<file path="src/rtl/sprite_update_scheduler.sv">
// Sprite table shared by player (port 0) and obstacle (port 1) logic: writes are admitted only in a
// vertical-blanking window, round-robin arbitrated and capped per frame; the renderer reads through a registered port.
module sprite_update_scheduler #(
  parameter int NUM_SPRITES = 20,
  parameter int IDX_W       = 5,
  parameter int COORD_W     = 10,
  parameter int COLOR_W     = 9,
  parameter int MAX_WRITES  = 16
) (
  input  logic               clk,
  input  logic               reset,
  input  logic               vblank,
  input  logic               req0_valid,
  input  logic [IDX_W-1:0]   req0_idx,
  input  logic [COORD_W-1:0] req0_x,
  input  logic [COORD_W-1:0] req0_y,
  input  logic [COLOR_W-1:0] req0_color,
  output logic               req0_ready,
  input  logic               req1_valid,
  input  logic [IDX_W-1:0]   req1_idx,
  input  logic [COORD_W-1:0] req1_x,
  input  logic [COORD_W-1:0] req1_y,
  input  logic [COLOR_W-1:0] req1_color,
  output logic               req1_ready,
  input  logic [IDX_W-1:0]   rd_idx,
  output logic [COORD_W-1:0] rd_x,
  output logic [COORD_W-1:0] rd_y,
  output logic [COLOR_W-1:0] rd_color,
  output logic               commit_done,
  output logic [15:0]        frame_count,
  output logic               err_idx
);

  localparam int ENTRY_W = 2 * COORD_W + COLOR_W;
  localparam int CNT_W   = $clog2(MAX_WRITES + 1);
  localparam logic [CNT_W-1:0] BUDGET     = CNT_W'(MAX_WRITES);
  localparam logic [CNT_W-1:0] LAST_WRITE = CNT_W'(MAX_WRITES - 1);
  localparam logic [IDX_W:0]   TABLE_SIZE = (IDX_W + 1)'(NUM_SPRITES);

  typedef enum logic [0:0] {
    ST_ACTIVE = 1'b0,
    ST_OPEN   = 1'b1
  } state_t;

  function automatic logic idx_in_range(input logic [IDX_W-1:0] idx);
    return ({1'b0, idx} < TABLE_SIZE);
  endfunction

  function automatic logic [ENTRY_W-1:0] pack_entry(input logic [COORD_W-1:0] x,
                                                    input logic [COORD_W-1:0] y,
                                                    input logic [COLOR_W-1:0] color);
    return {x, y, color};
  endfunction

  state_t               state_r;
  state_t               state_nxt_s;
  logic                 vblank_d_r;
  logic                 rr_ptr_r;
  logic [CNT_W-1:0]     write_cnt_r;
  logic [ENTRY_W-1:0]   table_r [NUM_SPRITES];
  logic                 grant0_s;
  logic                 grant1_s;
  logic                 xfer_s;
  logic                 open_evt_s;
  logic                 close_s;
  logic [IDX_W-1:0]     wr_idx_s;
  logic [ENTRY_W-1:0]   wr_data_s;
  logic [ENTRY_W-1:0]   rd_data_s;
  logic [ENTRY_W-1:0]   rd_data_r;
  logic                 commit_done_r;
  logic [15:0]          frame_count_r;
  logic                 err_idx_r;

  // Arbitration: one grant per cycle, only inside an open window with budget left.
  always_comb begin
    grant0_s = 1'b0;
    grant1_s = 1'b0;
    if (!reset && state_r == ST_OPEN && vblank && write_cnt_r < BUDGET) begin
      if (req0_valid && req1_valid) begin
        grant0_s = ~rr_ptr_r;
        grant1_s = rr_ptr_r;
      end else begin
        grant0_s = req0_valid;
        grant1_s = req1_valid;
      end
    end else begin
      grant0_s = 1'b0;
      grant1_s = 1'b0;
    end
  end

  assign xfer_s     = grant0_s | grant1_s;
  assign req0_ready = grant0_s;
  assign req1_ready = grant1_s;

  // Write payload mux follows the granted port.
  always_comb begin
    wr_idx_s  = req0_idx;
    wr_data_s = pack_entry(req0_x, req0_y, req0_color);
    if (grant1_s) begin
      wr_idx_s  = req1_idx;
      wr_data_s = pack_entry(req1_x, req1_y, req1_color);
    end else begin
      wr_idx_s  = req0_idx;
      wr_data_s = pack_entry(req0_x, req0_y, req0_color);
    end
  end

  // Window FSM next state; closing on the last budgeted write or on vblank falling.
  always_comb begin
    state_nxt_s = state_r;
    open_evt_s  = 1'b0;
    close_s     = 1'b0;
    case (state_r)
      ST_ACTIVE: begin
        if (vblank && !vblank_d_r) begin
          state_nxt_s = ST_OPEN;
          open_evt_s  = 1'b1;
        end else begin
          state_nxt_s = ST_ACTIVE;
        end
      end
      ST_OPEN: begin
        if (!vblank) begin
          state_nxt_s = ST_ACTIVE;
          close_s     = 1'b1;
        end else if (xfer_s && write_cnt_r == LAST_WRITE) begin
          state_nxt_s = ST_ACTIVE;
          close_s     = 1'b1;
        end else begin
          state_nxt_s = ST_OPEN;
        end
      end
      default: begin
        state_nxt_s = ST_ACTIVE;
      end
    endcase
  end

  // Window FSM state register.
  always_ff @(posedge clk) begin
    if (reset) begin
      state_r <= ST_ACTIVE;
    end else begin
      state_r <= state_nxt_s;
    end
  end

  // Window bookkeeping; vblank_d resets high so a window needs a genuine vblank rise.
  always_ff @(posedge clk) begin
    if (reset) begin
      vblank_d_r    <= 1'b1;
      write_cnt_r   <= '0;
      rr_ptr_r      <= 1'b0;
      commit_done_r <= 1'b0;
      frame_count_r <= 16'd0;
      err_idx_r     <= 1'b0;
    end else begin
      vblank_d_r    <= vblank;
      commit_done_r <= close_s;
      if (open_evt_s) begin
        write_cnt_r <= '0;
      end else if (xfer_s) begin
        write_cnt_r <= write_cnt_r + CNT_W'(1);
      end else begin
        write_cnt_r <= write_cnt_r;
      end
      if (xfer_s) begin
        rr_ptr_r <= grant0_s;
      end else begin
        rr_ptr_r <= rr_ptr_r;
      end
      if (close_s) begin
        frame_count_r <= frame_count_r + 16'd1;
      end else begin
        frame_count_r <= frame_count_r;
      end
      if (xfer_s && !idx_in_range(wr_idx_s)) begin
        err_idx_r <= 1'b1;
      end else begin
        err_idx_r <= err_idx_r;
      end
    end
  end

  // Sprite table; accepted out-of-range indices consume budget but leave the table untouched.
  always_ff @(posedge clk) begin
    if (reset) begin
      for (int i = 0; i < NUM_SPRITES; i++) begin
        table_r[i] <= '0;
      end
    end else if (xfer_s && idx_in_range(wr_idx_s)) begin
      table_r[wr_idx_s] <= wr_data_s;
    end else begin
      table_r <= table_r;
    end
  end

  // Read lookup; out-of-range addresses return zero.
  always_comb begin
    rd_data_s = '0;
    if (idx_in_range(rd_idx)) begin
      rd_data_s = table_r[rd_idx];
    end else begin
      rd_data_s = '0;
    end
  end

  // Registered read port; sees the pre-write value on a same-cycle collision.
  always_ff @(posedge clk) begin
    if (reset) begin
      rd_data_r <= '0;
    end else begin
      rd_data_r <= rd_data_s;
    end
  end

  assign {rd_x, rd_y, rd_color} = rd_data_r;
  assign commit_done            = commit_done_r;
  assign frame_count            = frame_count_r;
  assign err_idx                = err_idx_r;

endmodule
</file>
<file path="config.mk">
export PLATFORM = sky130hd
export DESIGN_NAME = sprite_update_scheduler
export DESIGN_NICKNAME = d
export VERILOG_FILES = /design/src/rtl/sprite_update_scheduler.sv
export SDC_FILE = /design/constraint.sdc
export NUM_CORES = 1
export LEC_CHECK = 0
export ABC_CLOCK_PERIOD_IN_PS = 2500
export CORE_AREA = 2 2 229 231
export CTS_BUF_LIST = sky130_fd_sc_hd__clkbuf_8
export CTS_CLUSTER_SIZE = 20
export DETAILED_ROUTE_END_ITERATION = 12
export DIE_AREA = 0 0 231 233
export GPL_TIMING_DRIVEN = 0
export MAX_ROUTING_LAYER = met4
export PLACE_DENSITY = 0.88
export SYNTH_ARGS = -nofsm -noshare
export SYNTH_HDL_FRONTEND = slang
export SYNTH_SLANG_ARGS = --single-unit
</file>
<file path="constraint.sdc">
create_clock -name clk -period 2.5 [get_ports clk]
set_input_delay 0.625 -clock clk [delete_from_list [all_inputs] [get_ports clk]]
set_output_delay 0.625 -clock clk [all_outputs]
set_load 0.005 [all_outputs]
</file>
==> impl_metrics.yaml <==
logic_synthesis:
  synth_edf_count: 0
  ys_seq_area_share_pct: 43.9
  yosys.area_share.simple_pct: 15.5
  async_flop_share_pct: 0
  synthAdderAreaFrac_pct: 0.130
  synth.cell_area_sq_um: 29000
  syn_nets: 2756
  syn_avg_cell_area_sq_um: 10.8
  synth_top_family_by_area: "multiplexers"
  synth-compound-area-share_pct: 5.74
  synth-xor-area-share_pct: 0.544
  synth_flop_cell: "dfxtp_1"
  ys_warn_count: 0
  synthMuxAreaShare_pct: 30.0
  synth_cells: 2675
  ys_types: 51
  ys_ff_latch: 635
clock_network:
  cts_max_path_buffers: 3
  cts_hold_buf: 0
  cts.sinks: 635
  cts_tree: "built"
  cts_inserted_buffers: 99
  clkSlewWorstSetupHoldPaths_ns: 0.06
  clock_latency_ns: 0.74
  h-tree-depth: 3
  root_buffer: "clkbuf_8"
routing:
  dr.pass1.iters: 6
  ant_nets: 0
  wl_um: 90800
  post_drt_wl_per_cell_um: 24.7
  num_vias: 22600
  drt_iter0_drc: 2498
  drc: 0
  vias_per_cell: 6.15
floorplan:
  die_h_um: 233
  io_pins: 127
  dieWidth_um: 231
  initial_core_util_pct: 56.7
  core_sq_um: 51100
  placementRows: 83
  fp.dieArea_sq_um: 53800
setup_path:
  critical_path_arrival_ns: 3.11
  critical_path.endpoint_type: "flop"
  critPathLaunchType: "input port"
  timing.rr.end: "table_r[312]"
  critPathSlowestCell: "clkbuf_1"
  worstPathCellList: "clkbuf_1 > nor2b_1 > clkbuf_2 > clkbuf_1 > a22o_1 > a221oi_1 > a22oi_1 > o21ai_0"
  crit_top_cell: "clkbuf_1"
  critPathBufInv: 3
  crit_path_max_incr_delay_ns: 0.49
  startpoint: "rd_idx[0]"
  rr_worst_depth: 8
  worstSetupEndpoint: "rd_data_r[15]"
  critPathRequiredTime_ns: 3.06
  crit_fanout: 10
  reg2reg_setup_slack_ns: -0.01
  path_class: "in2reg"
  cp_num_cells: 8
  crit_family: "buffers and inverters"
  r2r-start: "rr_ptr_r"
place:
  port_buffers: 123
  place_congestion: 0.956
  dpl.hpwl_um: 63100
  placed_area_sq_um: 31100
  pre_cts_slack_ns: -1.53
sta:
  hold_viol_final: 0
  max_freq_ghz: 0.392
  fin_tns_setup_ns: -0.178
  skew_ns: 0.0334
  rsz0062_at_grt: "true"
  setup_slack_ns: -0.0526
  slew_headroom_pct: 22.8
  fin_crit_ns: 2.55
  drv_slew: 0
  fin_crit_sh_pct: 102
  setup_viol: 11
  holdWs_ns: 0.400
  tightest_slew_ns: 1.16
pwr:
  leakagePower_nw: 13.0
  power_density_nw_per_um2: 604
  power.total_w: 0.0201
  ir_drop_mv: 0.496
global_route:
  grtUsageTotal_pct: 34.2
  grt_pass1_vias: 23800
  grt_pass1_wl_um: 135000
  overflow: 0
  grt_max_degree: 15
  antenna_found_initial: 2
final_layout:
  syn2layout_area_growth_pct: 15.2
  nets: 2996
  drive_gt1_share_pct: 13.5
  register_area_sq_um: 12700
  design_area_sq_um: 33400
  multiInputGateArea_sq_um: 15100
  fillers: 3783
min_path:
  min_path_type: "in2reg"
status:
  violations: "negative setup slack"
  status: "complete, but fails checks"
run:
  maxCapViolations: 0
[worst register-to-register path, stage by stage (launching register included)]
cell      delay [ns]
dfxtp_2         0.34
nand2b_4        0.15
buf_4           0.18
a32oi_4         0.43
a211o_1         0.33
buf_2           0.34
buf_2           0.36
nand3b_1        0.14
o21ai_1         0.12
[cells in the mapped netlist, types with 20 or more instances]
cell type / instances / area share, %
nand3b_1: 58 / 1.5
o21ai_1: 22 / 0.38
clkbuf_1: 179 / 2.3
o21ai_0: 70 / 1.2
a21o_1: 30 / 0.78
nand2b_1: 525 / 11
a221oi_1: 29 / 0.88
nand2_1: 71 / 0.92
mux2i_1: 670 / 23
mux4_2: 87 / 6.8
buf_4: 20 / 0.52
buf_2: 46 / 0.79
nor2_1: 36 / 0.47
a22oi_1: 29 / 0.75
dfxtp_1: 635 / 44
a22o_1: 29 / 0.88
[through the flow]
stage	instances	utilization [%]
global route	3669	65.3
floorplan	2675	-
detailed placement	3478	60.8
global placement	3478	60.8
finish	3673	65.3
CTS	3664	64.9
[routing by layer]
layer	vias to the layer above	global-route usage [%]	wire, um
met5	-	-	0
li1	9810	-	-
met3	346	8.84	9310
met1	11100	39.4	34200
met2	1336	54.7	42600
met4	0	18.3	4700
[area by class of cell]
class                           count  share of cell area, %
Tap cell                          680                   2.55
Inverter                           12                  0.143
Timing Repair Buffer              141                   4.10
Sequential cell                   635                   38.1
Clock inverter                     60                  0.938
Buffer                            267                   4.14
Clock buffer                      115                   4.74
Multi-Input combinational cell   1759                   45.3
Antenna cell                        4                 0.0300
[kinds of logic (layout without fill, tap and decap cells)]
logic type      after synthesis  after routing
xor+xnor                     18             18
flops                       635            635
simple gates                745            745
mux                         758            758
fa+ha+maj                     3              3
buf+inv                     281            595
compound gates              235            235
other cells                   0              4
[timing repair]
item / in CTS / in global routing
pin swaps: 2 / 2
gates resized for setup: 61 / 121
gates cloned: 0 / 0
buffers inserted: 11 / 7
setup endpoints to repair: 613 / 428
[layout by cell type, fill, tap and decap left out, drive strengths merged, types with 11 or more instances in the layout]
cell type / n
a22oi: 29
o21ai: 92
nand2: 71
clkdlybuf4s50: 116
nand2b: 526
a22o: 29
clkinv: 15
dfxtp: 635
clkbuf: 301
nor2: 36
inv: 53
mux2i: 670
mux4: 87
a21o: 30
nand3b: 58
xor2: 11
buf: 98
a221oi: 29
[worst min path at each step]
stage | from | endpoint | depth (start not counted)
global route | vblank | vblank_d_r | 2
detailed placement | table_r[320] | table_r[320] | 2
CTS | vblank | vblank_d_r | 2
floorplan | table_r[261] | table_r[261] | 2
global placement | table_r[90] | table_r[90] | 2
finish | vblank | vblank_d_r | 2
[power by group]
group / leakage (nW) / internal (W) / switching (W)
Combinational: 6.75 / 0.000565 / 0.000899
Sequential: 5.12 / 0.0101 / 0.00000900
Clock: 1.12 / 0.00430 / 0.00423
Total: 13.0 / 0.0150 / 0.00514
[sequential cells by signal (all words and copies together), names as in the netlist]
name and count:
table_r 580, frame_count 16, rr_ptr_r 1, vblank_d_r 1, state_r 1, commit_done 1, write_cnt_r 5, err_idx 1
rd_data_r 29
(Power assumes the default switching activity.)
